[config.mk]
export PLATFORM = sky130hd
export DESIGN_NAME = shift_unit
export DESIGN_NICKNAME = d
export VERILOG_FILES = /design/src/rtl/shift_pkg.sv /design/src/rtl/shift_step.sv /design/src/rtl/shift_unit.sv
export SDC_FILE = /design/constraint.sdc
export NUM_CORES = 1
export LEC_CHECK = 0
export CORE_MARGIN = 2
export CORE_UTILIZATION = 30
export DETAILED_ROUTE_END_ITERATION = 7
export PLACE_DENSITY_LB_ADDON = 0.12
export SETUP_SLACK_MARGIN = 0.5
export SYNTH_ARGS = -nofsm -noshare
export SYNTH_HDL_FRONTEND = slang
export SYNTH_SLANG_ARGS = --single-unit
[constraint.sdc]
create_clock -name clk -period 3.2 [get_ports clk]
set_input_delay 0.64 -clock clk [delete_from_list [all_inputs] [get_ports clk]]
set_output_delay 0.64 -clock clk [all_outputs]
set_load 0.01 [all_outputs]
[src/rtl/shift_pkg.sv]
// shift_pkg: shared op and FSM state encodings for the shift unit
package shift_pkg;
  typedef enum logic [1:0] {OP_SLL = 2'b00, OP_SRL = 2'b01, OP_SRA = 2'b10, OP_ROR = 2'b11} op_t;
  typedef enum logic [1:0] {IDLE = 2'b00, BUSY = 2'b01, DONE = 2'b10} state_t;
endpackage

[src/rtl/shift_step.sv]
// shift_step: one bounded shift/rotate of up to STEP bits through log2 mux stages
module shift_step
  import shift_pkg::*;
#(
  parameter int WIDTH = 32,
  parameter int STEP  = 8,
  parameter int DW    = $clog2(STEP) + 1
) (
  input  logic [WIDTH-1:0] acc,
  input  logic [DW-1:0]    d,
  input  op_t              op,
  input  logic             fill,
  output logic [WIDTH-1:0] res
);
  logic [DW:0][WIDTH-1:0] st;
  assign st[0] = acc;
  for (genvar k = 0; k < DW; k++) begin : g_stage
    logic [WIDTH-1:0]   hi;
    logic [2*WIDTH-1:0] wide;
    assign hi       = op == OP_ROR ? st[k] : {WIDTH{op == OP_SRA && fill}};
    assign wide     = {hi, st[k]} >> (1 << k);
    assign st[k+1]  = !d[k] ? st[k] : op == OP_SLL ? st[k] << (1 << k) : wide[WIDTH-1:0];
  end
  assign res = st[DW];
endmodule

[src/rtl/shift_unit.sv]
// shift_unit: multi-cycle shifter applying at most STEP bits of shift per busy cycle
module shift_unit
  import shift_pkg::*;
#(
  parameter int WIDTH = 32,
  parameter int STEP  = 8,
  localparam int SHW  = $clog2(WIDTH)
) (
  input  logic             clk,
  input  logic             rst,
  input  logic             in_valid,
  output logic             in_ready,
  input  logic [WIDTH-1:0] in_data,
  input  logic [SHW-1:0]   in_amt,
  input  logic [1:0]       in_op,
  output logic             out_valid,
  input  logic             out_ready,
  output logic [WIDTH-1:0] out_data,
  output logic             busy
);
  localparam int DW = $clog2(STEP) + 1;
  state_t           state, state_nx;
  logic [WIDTH-1:0] acc, shifted;
  logic [SHW-1:0]   rem;
  op_t              op;
  logic             fill;
  logic [DW-1:0]    d;
  logic             accept;
  assign accept    = in_valid && in_ready;
  assign d         = (STEP >= WIDTH || int'(rem) <= STEP) ? DW'(rem) : DW'(STEP);
  assign in_ready  = state == IDLE;
  assign out_valid = state == DONE;
  assign busy      = state != IDLE;
  assign out_data  = out_valid ? acc : '0;
  shift_step #(.WIDTH(WIDTH), .STEP(STEP), .DW(DW)) u_step (
    .acc (acc),
    .d   (d),
    .op  (op),
    .fill(fill),
    .res (shifted)
  );
  // state register
  always_ff @(posedge clk) state <= rst ? IDLE : state_nx;
  // next state: zero-distance requests skip straight to DONE
  always_comb begin
    state_nx = state;
    state_nx = state == IDLE ? (accept ? (in_amt != '0 ? BUSY : DONE) : IDLE)
             : state == BUSY ? (rem == SHW'(d) ? DONE : BUSY)
             : state == DONE ? (out_ready ? IDLE : DONE)
             : IDLE;
  end
  // operand registers; sign fill is captured once so SRA stays arithmetic across steps
  always_ff @(posedge clk) begin
    if (rst) begin
      acc  <= '0;
      rem  <= '0;
      op   <= OP_SLL;
      fill <= 1'b0;
    end else if (accept) begin
      acc  <= in_data;
      rem  <= in_amt;
      op   <= op_t'(in_op);
      fill <= in_data[WIDTH-1];
    end else if (state == BUSY) begin
      acc  <= shifted;
      rem  <= rem - SHW'(d);
    end
  end
endmodule
**Yosys cells after proc, flatten, opt, wreduce, memory -nomap -nowiden**

Index checks and enable logic that the tools add are counted.

- Bits of input ports: 43
- Register bits after elaboration: 42
- Logic and storage cells: 44
- Output and inout port bits: 35

- $lt $le $gt $ge: 1
- Multiplexer cells: 25
- $add $sub $neg: 1
- Equal/unequal tests: 5
- Reduce and logical (&&, ||, !) cells: 7

Operators by type and width:

| operator | number |
|---|---|
| $mux 32 | 11 |
| $mux 2 | 8 |
| $mux 5 | 2 |
| $mux 4 | 2 |
| $mux 8 | 1 |
| $eq 2x2->1 const B | 3 |
| $eq 5x4->1 | 1 |
| $le 5x4->1 const B | 1 |
| $reduce_bool 5->1 | 1 |
| $sub 5x4->5 | 1 |
| $logic_not 2->1 | 2 |
| $reduce_bool 2->1 | 2 |
| $eq 2x1->1 const B | 1 |
| $logic_and 1x1->1 | 2 |
| $mux 1 | 1 |

**Logic depth before layout (Yosys ltp)**

Gate-level depths: netlist of run 1.

- Word-level depth: 16
- Depth in mapped cells: 11
- Depth with buffers taken out: 7

**Hierarchy**

A second synthesis of run 1 with hierarchy kept.

- Cell total of the unflattened synthesis: 914
- Area total of the unflattened synthesis: 6085.8 um2

By module, submodules not included:

| module | times used | cells an instance | seq. area each (um2) | area each (um2) |
|---|---|---|---|---|
| shift_step | 1 | 633 | 0.0 | 3858.7 |
| shift_unit | 1 | 281 | 840.8 | 2227.1 |

**Worst setup path before layout of run 1**

OpenSTA, ideal clock, no wires.

- Path kind: input port to flip-flop
- Start point: input in_valid
- End point: register acc[5]
- Slack: 1.043 ns
- Setup time: 0.076 ns
- Buffers on the path: 2
- Arrival time: 2.081 ns
- Stages: 7
- Data required time: 3.124 ns
- Path through: nor3b_2 > buf_2 > buf_1 > nand2_1 > a211oi_1 > o21ai_0 > o22ai_1

- Cells in the longest elaborated chain, start to end: 2
- Elaborated cells between the ends (all ways): 3
- Those cells by class: mux (1); reduce/logical (2)

Ends and longest elaborated chain:

| what | RTL line | text |
|---|---|---|
| from (decl) | shift_unit.sv:11 | `input logic in_valid,` |
| $logic_and 1x1->1 (*) | shift_unit.sv:29 | `assign accept = in_valid && in_ready;` |
| $mux 32 / $reduce_bool 2->1 (equally long branches) | - |  |
| to (signal assigned) | shift_unit.sv:60 | `acc <= in_data;` |
| to (signal assigned) | shift_unit.sv:65 | `acc <= shifted;` |
| to (decl) | shift_unit.sv:23 | `logic [WIDTH-1:0] acc, shifted;` |

Mark *: on every way between the ends. The rest lies on a longest branch, timed or not.
A chain may end at the register's enable or synchronous reset.

**Worst setup path after layout of run 1**

- Start point: register rem[1]
- End point: register acc[6]

- Cells in the longest elaborated chain, start to end: 11

Ends and longest elaborated chain:

| what | RTL line | text |
|---|---|---|
| from (decl) | shift_unit.sv:24 | `logic [SHW-1:0] rem;` |
| from (signal assigned) | shift_unit.sv:61 | `rem <= in_amt;` |
| from (signal assigned) | shift_unit.sv:66 | `rem <= rem - SHW'(d);` |
| $le 5x4->1 | shift_unit.sv:30 | `assign d = (STEP >= WIDTH \|\| int'(rem) <= STEP) ? DW'(rem) : DW'(STEP);` |
| $mux 4 (*) | shift_unit.sv:30 |  |
| $mux 32 (6 in series) | shift_step.sv:22 | `assign st[k+1] = !d[k] ? st[k] : op == OP_SLL ? st[k] << (1 << k) : wide[WIDTH-1:0];` |
| $mux 32 (*) | shift_step.sv:22 |  |
| $mux 32 (*) | shift_unit.sv:64 | `end else if (state == BUSY) begin` |
| $mux 32 (*) | shift_unit.sv:59 | `end else if (accept) begin` |

Mark *: on every way between the ends. The rest lies on a longest branch, timed or not. The select of a mux whose other input is x is not followed.

==> results of run 1 <==
state kept, by name, summed over array words and instances (netlist names):
name	count
acc	32
rem	5
op	2
state	2
fill	1
power by group through the flow:
stage	combinational [mW]	clock (mW)	sequential, mW
5_1_grt	1.73	0.680	0.771
3_3_place_gp	1.58	0	0.764
4_1_cts	1.56	0.664	0.747
3_5_place_dp	1.55	0	0.760
2_1_floorplan	1.04	0	0.656
6_report	1.65	0.661	0.761
logic make-up (layout without fill, tap and decap cells):
family                     Yosys count  count (layout)  share of synthesized area
DFF                                 42              42                     0.1535
buffers and inverters               96             142                    0.08408
other                                1               1                  0.0006847
and+or+nand+nor                    364             366                     0.3144
muxes                               16              16                    0.03655
adders and majority gates            1               1                   0.002284
AOI/OAI and AO/OA                  321             321                     0.4085
routing by layer:
metal / up-vias / part of all wire / track usage
li1: 3245 / - / -
met1: 3454 / 0.41 / 0.3987
met2: 589 / 0.43 / 0.4325
met3: 109 / 0.12 / 0.05594
met4: 0 / 0.039 / 0.09729
met5: - / 0 / 0
how the worst max path moves through the flow:
stage | startpoint | to | slack [ns] | cells past startpoint
finish | rem[1]$_SDFFE_PP0P_ | acc[6]$_SDFFE_PP0P_ | 0.54 | 10
global route | rem[1]$_SDFFE_PP0P_ | acc[24]$_SDFFE_PP0P_ | 0.45 | 9
CTS | rem[4]$_SDFFE_PP0P_ | acc[30]$_SDFFE_PP0P_ | 0.52 | 7
detailed placement | rem[4]$_SDFFE_PP0P_ | acc[30]$_SDFFE_PP0P_ | 0.53 | 7
global placement | rem[4]$_SDFFE_PP0P_ | acc[15]$_SDFFE_PP0P_ | 0.53 | 7
floorplan | in_valid | acc[5]$_SDFFE_PP0P_ | 1.04 | 7
cell type report:
class,count,area share
clock buffer,5,0.01844
clock inverter,3,0.006454
inverter,5,0.002766
multi-input combinational,705,0.6223
sequential,42,0.1245
tap,229,0.04223
timing repair buffer,129,0.1833
per-stage QoR:
stage	power, mW	util	hold slack, ns
final	3.068	0.3777	0.4762
after floorplan	1.697	-	0.4425
after global placement	2.344	0.3639	0.4611
after detailed placement	2.311	0.3639	0.4677
after CTS	2.970	0.3733	0.4786
after global routing	3.185	0.3777	0.5006
worst max-delay path, stage by stage (launching register included):
cell,delay [ns]
dfxtp_1,0.65
nor3b_4,0.34
buf_4,0.17
buf_4,0.15
o21ai_0,0.08
a31oi_1,0.18
nor3_1,0.07
buf_4,0.18
a211oi_1,0.45
o21ai_1,0.14
a31oi_1,0.18
layout by cell type (no fill, tap or decap), types with 16 or more instances in the layout:
| cell type | count |
|---|---|
| nor3_1 | 23 |
| nand3_1 | 39 |
| nor2_1 | 75 |
| dfxtp_1 | 39 |
| buf_4 | 45 |
| nand2_1 | 144 |
| a211oi_1 | 16 |
| o21ai_0 | 38 |
| clkdlybuf4s50_1 | 76 |
| and2_1 | 33 |
| o21ai_1 | 18 |
| a31oi_1 | 29 |
| a21oi_1 | 78 |
what timing repair did:
| item | CTS | global route |
|---|---|---|
| setup endpoints to repair | 0 | 15 |
| buffers inserted | 0 | 5 |
| resized for setup | 0 | 5 |
==> key figures, run 1 <==
Route
  • # DRC: 0
  • Routed wire length per instance: 25.84 µm
  • Via Count: around 7,400
  • DR pass1 iterations: 7
  • Total routed wirelength: 28.89 mm
  • DR iter-0 viols: 1,198
  • Final antenna-violating net count: 0
  • DR vias/cell: 6.616

Power and ir drop
  • Sw Share: 0.4898
  • Logic pwr share: 0.537
  • Cell Pwr Density: 452.2 nW/µm²
  • VDD IR max: 0.2399 mV
  • Internal: 1.565 mW
  • Clk pwr share: 0.215
  • NetSw: 1.503 mW
  • Sequential share of power: 0.248
  • Cell leakage power: 2.334 nW

Place
  • DP Area: 6536 µm²
  • IO buf count: 77
  • Dpl hpwl: ~20 mm
  • Place WS: ~0.53 ns
  • # placed instances: 1,103
  • RD Place Congestion: 1.007

Worst setup path
  • Flop-to-flop setup slack: 0.54 ns
  • Worst Path Arrival: just under 3 ns
  • CP Data Required Time: 3.44 ns
  • Crit-path max FO: 10
  • R2R depth: 10
  • RR Endpoint: acc[6]$_SDFFE_PP0P_
  • Crit end category: flip-flop
  • Crit Path Category: flip-flop to flip-flop
  • Worst R2R Start: rem[1]$_SDFFE_PP0P_
  • Critical Path Start Type: flip-flop

STA
  • Final hold violations: 0
  • Minimum clock period after layout: 2.657 ns
  • Final worst slack: 0.5426 ns
  • Clock Skew: ~0.014 ns
  • Final-report max-slew violation count: 0
  • Slew headroom: 0.4217
  • RSZ-0062 raised after global routing: true
  • Least-Margin Pin Slew: 0.8643 ns
  • Crit share post-route: 0.8304
  • Final setup viols: 0
  • Total negative slack: 0 ns
  • Peak Freq: roughly 380 MHz

Finish
  • Final Net Count: 932
  • Area grow syn2layout: 23.90%
  • Fillers: 1,969
  • Layout cells sized above 1: 0.1181
  • Final instance area: 6785 µm²
  • Layout Cells excl Fill: 1,118
  • Area of the multi-input gates: 4223 µm²
  • Antenna diodes: 0
  • Register area: 844.6 µm²

Logic synthesis
  • Share of the synthesized area in the top cell type: 0.1535
  • Post-synth EDFFs: 0
  • Yosys reg bits: 42
  • Top cells by area, synth: dfxtp_1 (15%), nand2_1 (9.9%), a21oi_1 (7.1%), nor2_1 (5.2%), and2_1 (3.8%)
  • Most frequent cell after synthesis: nand2_1
  • Syn avg cell area: 6.512 µm²
  • Gate Count Post-Synth: 841
  • Mapped Nets: 885
  • Synth area leader: dfxtp_1
  • Sequential share of the synthesized area: 0.1535
  • Main flop type after synthesis: dfxtp_1
  • Synth cell count leaders: nand2_1 (144), a21oi_1 (78), nor2_1 (76)
  • Post-synth ARST share: 0
  • Synthesized cell area: 5477 µm²
  • Warnings, synthesis: 0
  • Unique masters post-synth: 85

Job
  • Max cap viols: 0

GRT
  • Vias in the first global route: 6,627
  • Largest net degree at the start of global routing: 72
  • Initial antenna violation count: 0
  • Global-route wire length before repair: 42.65 mm
  • Remaining Overflow, GRT: 0
  • Total global-route track usage: 0.2835

Clock tree
  • Skew-Pair Late Insertion Delay: around 0.32 ns
  • Num CTS Buffers: 5
  • Longest Clk Path Bufs: 2
  • CTS clk-pin slew, worst paths: 0.07 ns
  • H-tree levels: 2
  • Cts hold-fix bufs: 0
  • Root Driver: clkbuf_16
  • CTS tree: built
  • Num Clock Sinks: 42

Floorplanning
  • Total I/O pin count: slightly below 80
  • Core area: 17,960 µm²
  • Die H: 139.1 µm
  • Rows: 49
  • Die area: 19,350 µm²
  • Die width: 139.1 µm
  • Initial Util: 0.3049

Run status
  • Status: completed

Worst hold path
  • Hold wc startpoint: fill$_SDFFE_PP0P_
  • Hold endpoint: fill$_SDFFE_PP0P_
  • Hold path depth: 2
  • Worst hold path type: flip-flop to flip-flop
Power figures use the tool's default switching activity.
==> run 2, diff against run 1 <==
clock period = 2.7 ns   (was 3.2 ns; I/O delays follow)
==> key figures, run 2 (same netlist as run 1, synthesis figures left out) <==
Run status
  • Status: completed (unchanged)

Clock tree
  • CTS tree: built (unchanged)
  • Num CTS Buffers: 5 (unchanged)
  • Root Driver: clkbuf_16 (unchanged)
  • H-tree levels: 2 (unchanged)
  • Skew-Pair Late Insertion Delay: 0.32 ns (about the same)
  • Num Clock Sinks: 42 (unchanged)
  • CTS clk-pin slew, worst paths: 0.07 ns (about the same)
  • Cts hold-fix bufs: 0 (unchanged)
  • Longest Clk Path Bufs: 2 (unchanged)

STA
  • Peak Freq: 409.4 MHz (was 376.3 MHz)
  • RSZ-0062 raised after global routing: true (unchanged)
  • Least-Margin Pin Slew: 0.7628 ns (was 0.8643 ns)
  • Final worst slack: 0.2577 ns (was 0.5426 ns)
  • Final hold violations: 0 (unchanged)
  • Final setup viols: 0 (unchanged)
  • Final-report max-slew violation count: 0 (unchanged)
  • Clock Skew: 0.01095 ns (was 0.01439 ns)
  • Crit share post-route: 0.9046 (was 0.8304)
  • Minimum clock period after layout: 2.442 ns (was 2.657 ns)
  • Slew headroom: 0.4896 (was 0.4217)

Route
  • Routed wl met3: 4.365 mm (was 3.348 mm)
  • DR pass1 iterations: 5 (was 7)
  • Via Count: 8,226 (was 7,397)
  • DR iter-0 viols: 1,304 (was 1,198)
  • # DRC: 0 (unchanged)
  • Routed wire length per instance: 27.24 µm (was 25.84 µm)
  • DRT met1 WL: 13.10 mm (was 11.99 mm)
  • Highest metal layer with signal wires: met4 (unchanged)
  • DR vias/cell: 6.704 (was 6.616)
  • Met2 WL: 13.94 mm (was 12.41 mm)
  • Final antenna-violating net count: 0 (unchanged)
  • Total routed wirelength: 33.43 mm (was 28.89 mm)

Finish
  • Top Registers: acc (32), rem (5) (unchanged)
  • Final core occ: 0.4916 (was 0.3777)
  • Biggest register: acc (unchanged)
  • Max FFs per register: 32 (unchanged)
  • Final Net Count: 1,041 (was 932)
  • Layout cells sized above 1: 0.3216 (was 0.1181)
  • Area grow syn2layout: 61.25% (was 23.90%)
  • Antenna diodes: 0 (unchanged)
  • Most common cell after layout, fill and taps aside: nand2_1 (unchanged)
  • Most frequent cells in the layout: nand2_1 (139), buf_4 (111), nor2_1 (65), a21oi_1 (56), clkdlybuf4s50_1 (44) (was nand2_1 (144), a21oi_1 (78), clkdlybuf4s50_1 (76), nor2_1 (75), buf_4 (45))

Power and ir drop
  • VDD IR max: 0.3080 mV (was 0.2399 mV)
  • Cell Pwr Density: 504.4 nW/µm² (was 452.2 nW/µm²)
  • NetSw: 2.135 mW (was 1.503 mW)
  • Sw Share: 0.4793 (was 0.4898)
  • Logic pwr share: 0.624 (was 0.537)
  • Sequential share of power: 0.200 (was 0.248)
  • Internal: 2.319 mW (was 1.565 mW)
  • Clk pwr share: 0.176 (was 0.215)
  • Cell leakage power: 3.703 nW (was 2.334 nW)

Worst setup path
  • Worst R2R Start: rem[4]$_SDFFE_PP0P_ (was rem[1]$_SDFFE_PP0P_)
  • Crit path from: rem[4]$_SDFFE_PP0P_ (was rem[1]$_SDFFE_PP0P_)
  • CP Data Required Time: 2.89 ns (was 3.44 ns)
  • Worst Path Arrival: 2.63 ns (was 2.89 ns)
  • Crit-path max FO: 7 (was 10)
  • Crit Path Category: flip-flop to flip-flop (unchanged)
  • Crit end category: flip-flop (unchanged)
  • Critical Path Start Type: flip-flop (unchanged)

Floorplanning
  • Die H: 139.1 µm (unchanged)
  • Die area: 19,350 µm² (unchanged)
  • Die width: 139.1 µm (unchanged)
  • Core area: 17,960 µm² (unchanged)
  • Initial Util: 0.3049 (unchanged)
  • Rows: 49 (unchanged)
  • Total I/O pin count: 78 (unchanged)

GRT
  • Largest net degree at the start of global routing: 38 (was 72)
  • Global-route wire length before repair: 47.82 mm (was 42.65 mm)
  • Vias in the first global route: 7,428 (was 6,627)
  • Initial antenna violation count: 0 (unchanged)
  • Remaining Overflow, GRT: 0 (unchanged)
  • Total global-route track usage: 0.3215 (was 0.2835)

Place
  • Place WS: -0.1173 ns (was 0.5264 ns)
  • IO buf count: 77 (unchanged)
  • RD Place Congestion: 0.9746 (was 1.007)
  • Dpl hpwl: 20.95 mm (was 20.06 mm)

Worst hold path
  • Hold wc startpoint: fill$_SDFFE_PP0P_ (unchanged)
  • Worst hold path type: flip-flop to flip-flop (unchanged)

Job
  • Max cap viols: 0 (unchanged)
[run 2: cell types whose count changed in the layout (fill, tap and decap cells not counted), moves of 16 or more]
cell | before | now
buf_4 | 45 | 111
clkdlybuf4s50_1 | 76 | 44
dlymetal6s2s_1 | 0 | 31
a21oi_1 | 78 | 56
a21oi_2 | 2 | 21
buf_6 | 0 | 16
[run 2: what timing repair did]
action                                  CTS  global route
endpoints found under the setup margin   61            61
resized for setup                       119           111
cloned                                    9             5
pin swaps                                46            53
buffers inserted                         36            25
[run 2: power groups by stage]
stage / clock, mW / sequential (mW) / combinational, mW
floorplan: 0 / 0.777 / 1.23
global placement: 0 / 0.875 / 2.03
detailed placement: 0 / 0.872 / 2.00
CTS: 0.784 / 0.874 / 2.38
global route: 0.798 / 0.899 / 2.87
finish: 0.784 / 0.893 / 2.78
[run 2: metal layers]
metal | vias up | GRT usage
met5 | - | 0
met4 | 0 | 0.1526
met1 | 3866 | 0.4401
li1 | 3481 | -
met3 | 171 | 0.07769
met2 | 708 | 0.4739
[run 2: final timing paths]
kind,cells past startpoint,to,slack [ns]
max,9,acc[16]$_SDFFE_PP0P_,0.26
min,2,fill$_SDFFE_PP0P_,0.48
max reg2reg,9,acc[16]$_SDFFE_PP0P_,0.26
min reg2reg,2,fill$_SDFFE_PP0P_,0.48
[run 2: stage by stage]
stage	cell area (µm²)	setup TNS, ns	power (mW)	hold WS (ns)	cells
after global placement	6857	-0.1369	2.908	0.4599	1144
after detailed placement	6857	-0.1173	2.875	0.4702	1144
after CTS	8029	0	4.040	0.4798	1197
after floorplan	5477	0	2.011	0.4425	841
final	8831	0	4.454	0.4814	1227
after global routing	8831	0	4.569	0.5086	1227
[run 2: area by class of cell]
cell class              instances  area, µm²
fillers                      1738       9133
multi-input cells             707       4942
repair buffers                236       2549
flip-flops and latches         42      864.6
well taps                     229      286.5
clock buffers                   5      125.1
clock inverters                 3      45.04
inverters                       5      18.77
[run 2: worst max-delay path, cell delays in order, from the launching register on]
cell and delay, ns:
dfxtp_4 0.37, or3b_4 0.53, buf_4 0.19, a21oi_4 0.22, a32oi_2 0.10, o21ai_2 0.20
o22ai_4 0.10, a2111oi_4 0.37, buf_4 0.19, a311oi_2 0.03
==> run 3, diff against run 2 <==
ABC_CLOCK_PERIOD_IN_PS = 3000   (was not set)
clock period = 3 ns   (was 2.7 ns; I/O delays follow)
==> key figures, run 3 (same netlist as run 1, synthesis figures left out) <==
STA
  • Least-Margin Pin Slew: 0.8687 ns (was 0.7628 ns)
  • Peak Freq: 400.0 MHz
  • Final hold violations: 0 (unchanged)
  • RSZ-0062 raised after global routing: true (unchanged)
  • Hold_ws: 0.4747 ns (was 0.4814 ns)
  • Total negative slack: 0 ns (unchanged)
  • Final setup viols: 0 (unchanged)
  • Slew headroom: 0.4196 (was 0.4896)
  • Clock Skew: 0.01044 ns (was 0.01095 ns)
  • Crit share post-route: 0.8334
  • Minimum clock period after layout: 2.500 ns
  • Final-report max-slew violation count: 0 (unchanged)

Worst setup path
  • Crit end category: output pin (was flip-flop)
  • Crit-path max FO: 17 (was 7)
  • Crit Path Category: flip-flop to output pin (was flip-flop to flip-flop)
  • Flop-to-flop setup slack: 0.52 ns (was 0.26 ns)
  • Worst Path Arrival: 1.90 ns (was 2.63 ns)
  • CP Data Required Time: 2.40 ns (was 2.89 ns)
  • Critical Path Start Type: flip-flop (unchanged)

Route
  • Routed wire length per instance: 28.05 µm (was 27.24 µm)
  • DR vias/cell: 6.678 (was 6.704)
  • Total routed wirelength: 32.98 mm (was 33.43 mm)
  • Final antenna-violating net count: 0 (unchanged)
  • Via Count: 7,853 (was 8,226)
  • DR iter-0 viols: 1,194 (was 1,304)
  • # DRC: 0 (unchanged)
  • DR pass1 iterations: 7 (was 5)

Place
  • Dpl hpwl: 21.09 mm (was 20.95 mm)
  • # placed instances: 1,138 (was 1,144)
  • DP Area: 6787 µm² (was 6857 µm²)
  • RD Place Congestion: 0.9651 (was 0.9746)
  • IO buf count: 77 (unchanged)

Finish
  • Area grow syn2layout: 40.23% (was 61.25%)
  • Most frequent cells in the layout: nand2_1 (144), buf_4 (82), clkdlybuf4s50_1 (76), nor2_1 (74), a21oi_1 (69) (was nand2_1 (139), buf_4 (111), nor2_1 (65), a21oi_1 (56), clkdlybuf4s50_1 (44))
  • Layout cells sized above 1: 0.2091 (was 0.3216)
  • Final instance area: 7680 µm² (was 8831 µm²)
  • Biggest register: acc (unchanged)
  • Most common cell after layout, fill and taps aside: nand2_1 (unchanged)
  • Max FFs per register: 32 (unchanged)
  • Antenna diodes: 0 (unchanged)
  • Layout Cells excl Fill: 1,176 (was 1,227)
  • Top Registers: acc (32), rem (5) (unchanged)
  • Final Net Count: 990 (was 1,041)

GRT
  • Largest net degree at the start of global routing: 47 (was 38)
  • Initial antenna violation count: 0 (unchanged)
  • Total global-route track usage: 0.2994 (was 0.3215)
  • Vias in the first global route: 7,107 (was 7,428)
  • Remaining Overflow, GRT: 0 (unchanged)
  • Global-route wire length before repair: 45.17 mm (was 47.82 mm)

Power and ir drop
  • Total power: 3.584 mW (was 4.454 mW)
  • VDD IR max: 0.2411 mV (was 0.3080 mV)
  • Cell leakage power: 2.753 nW (was 3.703 nW)
  • Cell Pwr Density: 466.7 nW/µm² (was 504.4 nW/µm²)

Floorplanning
  • Core area: 17,960 µm² (unchanged)
  • Die width: 139.1 µm (unchanged)
  • Die H: 139.1 µm (unchanged)
  • Total I/O pin count: 78 (unchanged)
  • Initial Util: 0.3049 (unchanged)
  • Die area: 19,350 µm² (unchanged)
  • Rows: 49 (unchanged)

Clock tree
  • CTS tree: built (unchanged)
  • CTS clk-pin slew, worst paths: 0.07 ns (about the same)
  • Longest Clk Path Bufs: 2 (unchanged)
  • Skew-Pair Late Insertion Delay: 0.31 ns (was 0.32 ns)
  • H-tree levels: 2 (unchanged)
  • Root Driver: clkbuf_16 (unchanged)
  • Num CTS Buffers: 5 (unchanged)
  • Num Clock Sinks: 42 (unchanged)

Job
  • Max cap viols: 0 (unchanged)

Run status
  • Status: completed (unchanged)

Worst hold path
  • Worst hold path type: flip-flop to flip-flop (unchanged)
run 3: changes by cell type in the layout (fill, tap and decap cells not counted), moves of 6 or more:
cell,before,now
buf_6,16,5
buf_12,19,7
o21ai_0,28,37
a21oi_2,21,11
a21oi_1,56,69
a211oi_2,8,2
nor2_2,7,1
a211oi_1,7,15
dlymetal6s2s_1,31,0
nor2_1,65,74
buf_4,111,82
clkdlybuf4s50_1,44,76
run 3: cell type report:
cell class | instances | area (µm²)
Clock buffer | 5 | 125.1
Clock inverter | 3 | 27.53
Sequential cell | 42 | 854.6
Fill cell | 1875 | 10280
Inverter | 5 | 18.77
Tap cell | 229 | 286.5
Timing Repair Buffer | 186 | 1923
Multi-Input combinational cell | 706 | 4444
run 3: critical path, cell delays in order, from the launching register on:
cell and delay (ns):
dfxtp_4 0.38, nor2b_4 0.17, buf_12 0.15, clkbuf_16 0.20, and2_1 0.14, clkdlybuf4s50_1 0.54
run 3: path summary, 6_finish.rpt:
| check | from | endpoint | cells past startpoint |
|---|---|---|---|
| worst min-delay path | fill$_SDFFE_PP0P_ | fill$_SDFFE_PP0P_ | 2 |
| worst max-delay path | state[1]$_SDFF_PP0_ | out_data[6] | 5 |
| worst max register to register | rem[4]$_SDFFE_PP0P_ | acc[28]$_SDFFE_PP0P_ | 11 |
| worst min register to register | fill$_SDFFE_PP0P_ | fill$_SDFFE_PP0P_ | 2 |
run 3: routing by layer:
layer  vias to the layer above  wire (µm)  part of all wire  global-route usage
li1                       3367          -                 -                   -
met1                      3661      13040              0.40              0.4081
met2                       686      13740              0.42              0.4651
met3                       139       4462              0.14             0.06112
met4                         0       1742             0.053              0.1143
met5                         -          0                 0                   0
run 3: repair_timing:
action                                  4_1_cts  5_1_grt
hold buffers                                  0        0
pin swaps                                     2       15
resized for setup                             8       65
cloned                                        2       11
buffers inserted                              1       16
endpoints found under the setup margin       36       27
run 3: report_power, final:
part	switching (mW)	internal, mW
Clock	0.305	0.319
Sequential	0.168	0.629
Combinational	1.31	0.850
Total	1.79	1.80
run 3: through the flow:
| stage | utilization | setup slack, ns |
|---|---|---|
| after detailed placement | 0.3778 | 0.3160 |
| after CTS | 0.3906 | 0.4886 |
| after global routing | 0.4275 | 0.4418 |
| after global placement | 0.3778 | 0.2674 |
| final | 0.4275 | 0.4997 |
| after floorplan | - | 0.8830 |
